File: src/rtl/cu_fsm_pkg.sv
// cu_fsm_pkg: shared types and constants for the control-unit FSM.
//   state_e    : control-unit state encoding
//   OPCODE_*   : instruction opcode field values (instr[6:0])
//   FUNC_MRET  : func field (instr[14:12]) selecting mret under OPCODE_INTRPT
package cu_fsm_pkg;

    typedef enum logic [2:0] {
        ST_INIT  = 3'd0,
        ST_FETCH = 3'd1,
        ST_EXEC  = 3'd2,
        ST_WB    = 3'd3,
        ST_INTR  = 3'd4
    } state_e;

    localparam logic [6:0] OPCODE_OP_REG = 7'h33;
    localparam logic [6:0] OPCODE_OP_IMM = 7'h13;
    localparam logic [6:0] OPCODE_LUI    = 7'h37;
    localparam logic [6:0] OPCODE_AUIPC  = 7'h17;
    localparam logic [6:0] OPCODE_JAL    = 7'h6F;
    localparam logic [6:0] OPCODE_JALR   = 7'h67;
    localparam logic [6:0] OPCODE_BRANCH = 7'h63;
    localparam logic [6:0] OPCODE_LOAD   = 7'h03;
    localparam logic [6:0] OPCODE_STORE  = 7'h23;
    localparam logic [6:0] OPCODE_INTRPT = 7'h73;

    localparam logic [2:0] FUNC_MRET = 3'b000;

endpackage

File: src/rtl/cu_fsm.sv
// cu_fsm: multicycle control unit. Sequences fetch, execute, load write-back
// and interrupt entry; all strobes are Mealy, decoded from state and inputs.
//
// state    | meaning
// ---------+--------------------------------------------------------------
// ST_INIT  | post-reset cycle, reset_out asserted to PC/datapath
// ST_FETCH | instruction read, waits for imem_ready
// ST_EXEC  | decode/execute; stores wait here for dmem_ready
// ST_WB    | load data wait, register write on dmem_ready
// ST_INTR  | one-cycle interrupt entry (PC <- trap vector)
//
// Ports:
//   clk, rst                : clock, synchronous active-high reset
//   opcode, func            : instr[6:0], instr[14:12]
//   intrpt, csr_mie         : interrupt request level, machine interrupt enable
//   imem_ready, dmem_ready  : instruction / data memory handshakes
//   pc_write .. instr_retire: control strobes to datapath, memories and CSRs
module cu_fsm
    import cu_fsm_pkg::*;
(
    input  logic       clk,
    input  logic       rst,
    input  logic [6:0] opcode,
    input  logic [2:0] func,
    input  logic       intrpt,
    input  logic       csr_mie,
    input  logic       imem_ready,
    input  logic       dmem_ready,
    output logic       pc_write,
    output logic       rf_write,
    output logic       mem_rden1,
    output logic       mem_rden2,
    output logic       mem_we2,
    output logic       csr_we,
    output logic       mret_exec,
    output logic       intrpt_taken,
    output logic       reset_out,
    output logic       instr_retire
);

    state_e state_q;
    state_e state_d;
    logic   retire;

    always_ff @(posedge clk) begin
        if (rst) begin
            state_q <= ST_INIT;
        end else begin
            state_q <= state_d;
        end
    end

    always_comb begin
        state_d      = state_q;
        retire       = 1'b0;
        pc_write     = 1'b0;
        rf_write     = 1'b0;
        mem_rden1    = 1'b0;
        mem_rden2    = 1'b0;
        mem_we2      = 1'b0;
        csr_we       = 1'b0;
        mret_exec    = 1'b0;
        intrpt_taken = 1'b0;
        reset_out    = 1'b0;

        if (rst) begin
            // Reset overrides every state, including outstanding memory waits.
            reset_out = 1'b1;
            state_d   = ST_INIT;
        end else begin
            case (state_q)
                ST_INIT: begin
                    reset_out = 1'b1;
                    state_d   = ST_FETCH;
                end
                ST_FETCH: begin
                    mem_rden1 = 1'b1;
                    if (imem_ready) begin
                        state_d = ST_EXEC;
                    end
                end
                ST_EXEC: begin
                    case (opcode)
                        OPCODE_OP_REG, OPCODE_OP_IMM, OPCODE_LUI,
                        OPCODE_AUIPC, OPCODE_JAL, OPCODE_JALR: begin
                            rf_write = 1'b1;
                            pc_write = 1'b1;
                            retire   = 1'b1;
                        end
                        OPCODE_BRANCH: begin
                            pc_write = 1'b1;
                            retire   = 1'b1;
                        end
                        OPCODE_LOAD: begin
                            mem_rden2 = 1'b1;
                            state_d   = ST_WB;
                        end
                        OPCODE_STORE: begin
                            mem_we2 = 1'b1;
                            if (dmem_ready) begin
                                pc_write = 1'b1;
                                retire   = 1'b1;
                            end
                        end
                        OPCODE_INTRPT: begin
                            // func[0] (instr bit 12) set selects csrrw.
                            if (func[0]) begin
                                rf_write = 1'b1;
                                csr_we   = 1'b1;
                            end else if (func == FUNC_MRET) begin
                                mret_exec = 1'b1;
                            end
                            pc_write = 1'b1;
                            retire   = 1'b1;
                        end
                        default: begin
                            pc_write = 1'b1;
                            retire   = 1'b1;
                        end
                    endcase
                end
                ST_WB: begin
                    mem_rden2 = 1'b1;
                    if (dmem_ready) begin
                        rf_write = 1'b1;
                        pc_write = 1'b1;
                        retire   = 1'b1;
                    end
                end
                ST_INTR: begin
                    intrpt_taken = 1'b1;
                    pc_write     = 1'b1;
                    state_d      = ST_FETCH;
                end
                default: begin
                    state_d = ST_INIT;
                end
            endcase

            // Interrupts are only sampled at instruction boundaries, so a
            // request seen during fetch or a memory wait stays pending.
            if (retire) begin
                state_d = (intrpt && csr_mie) ? ST_INTR : ST_FETCH;
            end
        end
    end

    assign instr_retire = retire;

endmodule

File: config.mk
export PLATFORM = sky130hd
export DESIGN_NAME = cu_fsm
export DESIGN_NICKNAME = d
export VERILOG_FILES = /design/src/rtl/cu_fsm_pkg.sv /design/src/rtl/cu_fsm.sv
export SDC_FILE = /design/constraint.sdc
export NUM_CORES = 1
export LEC_CHECK = 0
export ABC_CLOCK_PERIOD_IN_PS = 3310
export CAP_MARGIN = 20
export CORE_AREA = 8 8 45 47
export DETAILED_ROUTE_END_ITERATION = 8
export DIE_AREA = 0 0 53 55
export GPL_TIMING_DRIVEN = 0
export PLACE_DENSITY = 0.76
export SYNTH_ARGS = -nofsm -noshare
export SYNTH_HDL_FRONTEND = slang
export SYNTH_SLANG_ARGS = --single-unit
File: constraint.sdc
create_clock -name clk -period 3.31 [get_ports clk]
set_input_delay 0.8275 -clock clk [delete_from_list [all_inputs] [get_ports clk]]
set_output_delay 0.8275 -clock clk [all_outputs]
set_load 0.01 [all_outputs]
==> results of run 1 <==
## worst max path at each step
stage | startpoint | endpoint | slack (ps) | cells after the start
global placement | rst | rf_write | -310 | 6
global route | dmem_ready | state_q[0] | 100 | 17
detailed placement | rst | rf_write | -290 | 6
CTS | opcode[3] | state_q[0] | -20 | 17
floorplan | opcode[3] | rf_write | 810 | 4
finish | dmem_ready | state_q[0] | 190 | 17
## cell families after synthesis
logic type             count (synthesis)  share of synthesized area
AND/OR/NAND/NOR                       24                      0.466
buffers and inverters                  4                     0.0966
flip-flops                             3                      0.166
AO/OA/AOI/OAI                         14                      0.272
## synthesized netlist by cell type
cell type / count / area, um2
nand4bb_1: 2 / 22.5
o21bai_1: 2 / 15.0
nor4_1: 2 / 12.5
nand2_1: 4 / 15.0
a21o_1: 1 / 7.51
or3b_1: 1 / 8.76
a211o_1: 1 / 8.76
nor3_1: 2 / 10.0
buf_12: 1 / 20.0
o211ai_1: 1 / 7.51
a31o_1: 1 / 8.76
and4bb_1: 1 / 12.5
or3_1: 1 / 6.26
nor2_1: 3 / 11.3
and2_0: 1 / 6.26
nor2b_1: 1 / 6.26
a21oi_1: 2 / 10.0
o22ai_1: 1 / 6.26
a211oi_1: 1 / 7.51
a211oi_2: 1 / 12.5
buf_4: 1 / 7.51
o21ai_1: 2 / 10.0
inv_1: 2 / 7.51
dfxtp_1: 3 / 60.1
o21ai_0: 1 / 5.00
nor3b_1: 1 / 7.51
and2_1: 1 / 6.26
nor4b_2: 2 / 30.0
nand4b_1: 1 / 8.76
nand3_1: 1 / 5.00
## power groups by stage
stage	combinational (mW)	sequential (mW)	clock (mW)
after floorplan	0.0329	0.0415	0
after global placement	0.0662	0.0420	0
after detailed placement	0.0670	0.0420	0
after CTS	0.0736	0.0414	0.0676
after global routing	0.0845	0.0416	0.0708
final	0.0782	0.0414	0.0659
## final cells by class
type,instances,area [um2],share of cell area
well taps,16,20.0,0.0258
repair buffers,39,360,0.465
flip-flops and latches,3,60.1,0.0774
multi-input cells,38,274,0.353
clock buffers,4,26.3,0.0339
inverters,2,7.51,0.00968
plain buffers,2,27.5,0.0355
## routing by layer
layer / GRT usage / up-vias / wire length, um
li1: - / 260 / -
met1: 0.109 / 259 / 660
met2: 0.207 / 22 / 865
met3: 0.0508 / 4 / 141
met4: 0.0733 / 0 / 20
met5: 0 / - / 0
## metrics by stage
| stage | cell area (um2) | hold slack, ps | setup TNS (ps) | power (mW) | setup slack, ps |
|---|---|---|---|---|---|
| after floorplan | 363 | 612 | 0 | 0.0744 | 811 |
| after global placement | 633 | 651 | -978 | 0.108 | -311 |
| after detailed placement | 633 | 658 | -968 | 0.109 | -295 |
| after CTS | 746 | 685 | -23.7 | 0.183 | -23.7 |
| after global routing | 776 | 753 | 0 | 0.197 | 97.1 |
| final | 776 | 711 | 0 | 0.186 | 186 |
## worst reg2reg max path, stage by stage (launching register included)
cell and delay (ps):
dfxtp_1 340, buf_12 150, o211ai_1 250, nand3_1 150
buf_4 160, buf_4 120, buf_4 120, buf_4 120
buf_4 120, buf_4 120, buf_4 120, buf_4 120
buf_4 120, buf_4 120, buf_4 120, buf_4 130
o21ai_1 120
## repair_timing
item / 4_1_cts / 5_1_grt
setup buffers: 12 / 2
setup endpoints to repair: 6 / 3
hold endpoints to repair: 0 / 0
gates resized for setup: 9 / 6
cloned: 0 / 0
pin swaps: 4 / 3
hold buffers: 0 / 0
==> impl_summary.md, run 1 <==
Logic synthesis
Synthesis inferred 3 register bits. The distinct cell type count of the synthesized netlist is 30. The sequential-to-total area share from yosys stat is 0.166. The synthesized netlist net count is 61.

The combined area of all synthesized cells is between 300 and 400 um2. A synthesized cell averages about 8.1 um2. The Yosys step of the flow raised 0 warnings. After technology mapping, the gate count stands at 45.

Cells and area
Counting flops per register, the top entry is state_q. The count of placed standard cells in the final layout, fillers left out is around 100. The final net count is 105. The largest registers in the layout are state_q x3. The area added between synthesis and finish is 114%. The top cell types in the final layout, fill and taps aside, are 15 x buf_4, 11 x clkdlybuf4s50_1, 8 x dlygate4sd2_1.

Once layout is complete, the utilization of the core stands at 0.561. The leading cell type in the layout, fill and taps excluded is buf_4. The register with the most flip-flops in the layout has 3 of them. The number of antenna diodes in the final layout is 0.

Of the cells placed in the final design, the portion with a size suffix greater than 1 is 0.261. Counting the fill cells in the layout gives ~130.

Job
Max-cap violations in this run came to 0.

Global route
The via count of the first global-routing pass is 597. The first global-routing pass estimated approximately 2.5 mm of wire. Entering global routing, the biggest net connects 11 pins. The total routing resource utilization after global routing is 0.117. The initial antenna violation count came to 0. The overall overflow remaining after global route is 0.

STA
The setup skew after layout is roughly 4.7 ps. Measured against its own limit, the worst slew margin works out to 0.757. The worst path in the final design needs a cycle of 3120 ps, including I/O delays and setup.

The transition time at the pin with the least slew margin is 361 ps. For this run, the top clock speed supported by timing is 320 MHz. The number of hold violations in the final report was 0. Setup repair after global routing left no endpoint under its margin. Setup violations remaining at the end of the flow were counted as 0.

The final clock period utilization by the worst path is 0.944. The number of pins with negative max-slew slack in the final report is 0.

Clock tree
The CTS buffer count is 3. TritonCTS built the clock tree. Clock-pin slew was measured on the worst setup and hold paths at ~40 ps. The tree is rooted in a clkbuf_4. The clock sink count is 3.

The clock latency of the later-clocked register in the worst-skew pair is approximately 240 ps. CTS built an H-tree with a depth of 1. The longest clock path from root to sink contains 2 buffers.

Routing
The first routing iteration left 11 violations. The pre-antenna-repair detailed-routing pass consisted of 4 iterations. The residual antenna-violating net count after detailed routing is 0. The average wire length per cell after detail routing is about 16 um. The routed design has between 1.5 and 2 mm of wire. The detailed router placed 545 vias in this run.

The number of remaining DRC errors is 0. The via density per instance is ~5.2.

Setup path
The type of element capturing the critical path is a flip-flop. The launch point of the worst reg-to-reg path is state_q[0]. The critical path goes through clkdlybuf4s50_1 -> o21ai_1 -> o211ai_1 -> nand3_1 -> buf_4 -> buf_4 -> buf_4 -> buf_4 -> buf_4 -> buf_4 -> buf_4 -> buf_4 -> buf_4 -> buf_4 -> buf_4 -> buf_4 -> o21ai_1. In this run the critical register-to-register path is captured at state_q[0].

The largest single stage delay on the critical path is approximately 500 ps. The cell family contributing the most delay on the critical path is buffers and inverters. Among the stages of the critical path, the cell type that occurs most often is buf_4. The arrival time at the worst endpoint is 3290 ps. The worst-path cell with the longest stage delay is clkdlybuf4s50_1. The number of cells on the worst reg-to-reg path is 16. STA classifies the critical path startpoint as an input pin. For flop-to-flop paths, the worst setup slack is 740 ps. The number of buffer and inverter stages on the critical path is 13. At the worst endpoint, the required time is 3480 ps. The maximum fanout encountered on the critical timing path is 3. The critical path is of the input pin to flip-flop type.

Power and ir drop
In this run the static leakage power is about 0.37 nW. The power share of the clock group is 0.355. The share of power burned in registers is 0.223.

The switching portion of total power is 0.299. The power share of the combinational group is 0.421. The highest ir drop seen on vdd is 0.000212 V. The net switching component of the power is roughly 55 uW. The power density over the cells is 239 nW/um2. The internal power consumption is around 130 uW.

Floorplan
The initial utilization of the core area, before any placement, comes to 0.262. The overall die area is between 2000 and 3000 um2. The die is between 50 and 60 um tall.

26 I/O pins were placed. The horizontal die dimension is around 53 um. The region available for standard cell placement spans around 1400 um2. The floorplan has 14 rows.

Run status
The run finished with clean final reports.

Placement
Input and output buffers added on the ports amount to 25. After detailed placement, the design holds a cell count of between 80 and 90. The HPWL after detailed placement is a little under 1 mm. Routability-driven placement finished with a final weighted congestion of 0.814.

Min path
The tightest min-delay check is of the flip-flop to flip-flop type. The terminating pin of the worst hold path is state_q[0]. The launch point of the worst hold path is state_q[1]. The depth of the worst hold-timing path is 3.
Note: power is estimated with default switching activity, not from simulation.
==> inputs of run 2 (changes only) <==
--- a/config.mk
+++ b/config.mk
@@ -8,8 +8,10 @@
 export ABC_CLOCK_PERIOD_IN_PS = 3310
 export CAP_MARGIN = 20
 export CORE_AREA = 8 8 45 47
+export CTS_CLUSTER_SIZE = 25
 export DETAILED_ROUTE_END_ITERATION = 8
 export DIE_AREA = 0 0 53 55
+export GPL_ROUTABILITY_DRIVEN = 0
 export GPL_TIMING_DRIVEN = 0
 export PLACE_DENSITY = 0.76
 export SYNTH_ARGS = -nofsm -noshare
==> results of run 2 <==
No change in the layout: final DEF, timing and power equal those of run 1.
==> inputs of run 3 (changes only) <==
--- a/config.mk
+++ b/config.mk
@@ -5,9 +5,10 @@
 export SDC_FILE = /design/constraint.sdc
 export NUM_CORES = 1
 export LEC_CHECK = 0
-export ABC_CLOCK_PERIOD_IN_PS = 3310
+export ABC_CLOCK_PERIOD_IN_PS = 2900
 export CAP_MARGIN = 20
 export CORE_AREA = 8 8 45 47
+export CTS_BUF_LIST = sky130_fd_sc_hd__clkbuf_16
 export CTS_CLUSTER_SIZE = 25
 export DETAILED_ROUTE_END_ITERATION = 8
 export DIE_AREA = 0 0 53 55
@@ -17,3 +18,4 @@
 export SYNTH_ARGS = -nofsm -noshare
 export SYNTH_HDL_FRONTEND = slang
 export SYNTH_SLANG_ARGS = --single-unit
+export TNS_END_PERCENT = 10
==> constraint.sdc (replaced) <==
create_clock -name clk -period 2.9 [get_ports clk]
set_input_delay 0.725 -clock clk [delete_from_list [all_inputs] [get_ports clk]]
set_output_delay 0.725 -clock clk [all_outputs]
set_load 0.01 [all_outputs]
==> impl_summary.md, run 3 (same netlist as run 1, synthesis figures left out) <==
Setup path
The required time of the worst setup path is 3060 ps (was 3480 ps). The most used cell along the critical path is buf_4 (unchanged). The register-to-register path setup slack is 570 ps (was 740 ps). The arrival time at the worst endpoint is 2980 ps (was 3290 ps). The type of element launching the critical path is an input pin (unchanged).

The category of the critical setup timing path was input pin to flip-flop (unchanged). The worst-path cell with the longest stage delay is dlygate4sd2_1 (was clkdlybuf4s50_1). The maximum fanout encountered on the critical timing path is 3 (unchanged).

The delay of the slowest critical-path stage was 250 ps (was 500 ps). The type of element capturing the critical path is a flip-flop (unchanged). Ordered cell list for the critical path: dlygate4sd2_1 -> and4bb_1 -> o211ai_1 -> nand3_1 -> buf_4 -> buf_4 -> buf_4 -> buf_4 -> buf_4 -> buf_4 -> buf_4 -> buf_4 -> buf_4 -> buf_4 -> o21ai_2 (was clkdlybuf4s50_1 -> o21ai_1 -> o211ai_1 -> nand3_1 -> buf_4 -> buf_4 -> buf_4 -> buf_4 -> buf_4 -> buf_4 -> buf_4 -> buf_4 -> buf_4 -> buf_4 -> buf_4 -> buf_4 -> o21ai_1).

Floorplan
The core area is 1380 um2 (unchanged). The effective utilization at floorplan came to 0.262 (unchanged). The overall die area was 2920 um2 (unchanged). The horizontal die dimension was 53 um (unchanged).

The floorplan row count is 14 (unchanged). The boundary pin count is 26 (unchanged). The vertical extent of the die is 55 um (unchanged).

STA
The minimum period implied by the final worst setup slack is ~2800 ps. The final-report setup violation count is 0 (unchanged). The final setup TNS is 0 ps (unchanged). Unrepaired setup endpoints after global routing: false (unchanged). The number of hold violations in the final report was 0 (unchanged). The hold slack is 714 ps (was 711 ps).

The setup slack of the critical path after layout is 78.0 ps (was 186 ps). The number of pins with negative max-slew slack in the final report was 0 (unchanged). The final clock period utilization by the worst path is 0.973. The setup skew after layout is 2.21 ps (was 4.68 ps). The highest attainable clock frequency is 354 MHz. The transition time at the pin with the least slew margin is 358 ps (was 361 ps). The max-slew headroom at the worst pin is 0.759 (was 0.757).

Routing
The residual antenna-violating net count after detailed routing was 0 (unchanged). The average wire length per cell after detail routing is 16.3 um (was 16.2 um). The routed via count is 520 (was 545).

The total length of routed wires is 1.66 mm (was 1.69 mm). The number of remaining DRC errors is 0 (unchanged). The number of search-and-repair iterations in the first detailed-routing pass is 4 (unchanged). The via density per instance is 5.10 (was 5.24).

The initial detailed-routing violation count is 12 (was 11).

Power and ir drop
The leakage power figure came to 0.351 nW (was 0.372 nW). The power density over the cells is 435 nW/um2 (was 239 nW/um2). The highest ir drop seen on vdd is 0.000574 V (was 0.000212 V).

Global route
The maximum number of pins on one net before global-route repair is 11 (unchanged). The initial antenna violation count was 0 (unchanged). The overall overflow remaining after global route is 0 (unchanged). The first-pass GRT wire length was 2.52 mm (was 2.54 mm).

The total routing resource utilization after global routing is 0.114 (was 0.117). The via count of the first global-routing pass was 580 (was 597).

Cells and area
The core occupancy in the finished layout is 0.580 (was 0.561). The flip-flop count of the largest register, all copies and words added is 3 (unchanged). The share of post-route cells with drive strength above 1 came to 0.279 (was 0.261). The final net count is 103 (was 105). The register containing the most flip-flops in the final layout is state_q (unchanged).

Most frequent cells in the layout: 13 x buf_4, 13 x dlygate4sd2_1, 10 x clkdlybuf4s50_1 (was 15 x buf_4, 11 x clkdlybuf4s50_1, 8 x dlygate4sd2_1). The antenna diode count came to 0 (unchanged). Largest registers ranked by flip-flop count: state_q x3 (unchanged). The area added between synthesis and finish is 121% (was 114%).

Clock tree
The clock sink count was 3 (unchanged). The clock tree from TritonCTS is done (unchanged). The clock slew at the register clock pins of the worst setup and hold paths was 30 ps (was 40 ps).

The clock root buffer is clkbuf_16 (was clkbuf_4). The post-cts hold buffer count was 0 (unchanged). The maximum buffer depth of the clock tree was 2 (unchanged). The number of H-tree branching levels came to 1 (unchanged). The CTS buffer count is 3 (unchanged). The clock latency of the later-clocked register in the worst-skew pair is 220 ps (was 240 ps).

Job
The number of maximum-capacitance violations was 0 (unchanged).

Placement
The post-detailed-placement half-perimeter wirelength was 977 um (unchanged). The number of input and output port buffers inserted was 25 (unchanged). The worst setup slack after placement is -500 ps (was -295 ps).

Min path
The path class of the lowest-slack min-delay path is flip-flop to flip-flop (unchanged).

Run status
Status: finished, final reports clean (unchanged).
run 3: timing repair:
action                     in CTS  in global routing
buffers inserted               11                  2
pin swaps                       4                  4
resized for setup              17                  3
setup endpoints to repair       7                  3
run 3: worst max-delay path, delay by kind of cell:
kind / cells / cell delay (ps)
buffers and inverters: 11 / 1510
AOI/OAI and AO/OA: 2 / 360
and+or+nand+nor: 2 / 370
run 3: final cells by class:
type / instances / area [um2]
Multi-Input combinational cell: 38 / 280
Inverter: 2 / 7.51
Tap cell: 16 / 20.0
Timing Repair Buffer: 37 / 328
Buffer: 2 / 27.5
Fill cell: 126 / 582
Sequential cell: 3 / 60.1
Clock buffer: 3 / 75.1
Clock inverter: 1 / 3.75
run 3: path summary, 6_finish.rpt:
kind               from  cells past startpoint         end
min reg2reg  state_q[1]                      3  state_q[0]
max reg2reg  state_q[0]                     14  state_q[0]
min          state_q[1]                      3  state_q[0]
max           opcode[0]                     15  state_q[0]
run 3: through the flow:
step                      cell area [um2]  instances  power, mW
after floorplan                       363         45     0.0849
after global placement                633         86      0.124
after detailed placement              633         86      0.124
after CTS                             786        101      0.343
after global routing                  802        102      0.364
final                                 802        102      0.349
run 3: power by group:
part / total, mW / internal, mW / leakage, nW / switching, mW
logic: 0.0875 / 0.0497 / 0.284 / 0.0378
clock network: 0.214 / 0.178 / 0.0423 / 0.0362
registers: 0.0474 / 0.0445 / 0.0247 / 0.00288
total: 0.349 / 0.272 / 0.351 / 0.0769
run 3: metal layers:
layer  up-vias  global-route usage  routed length, um
li1        256                   -                  -
met1       238               0.108                691
met2        22               0.201                794
met3         4              0.0588                151
met4         0              0.0517                 23
met5         -                   0                  0
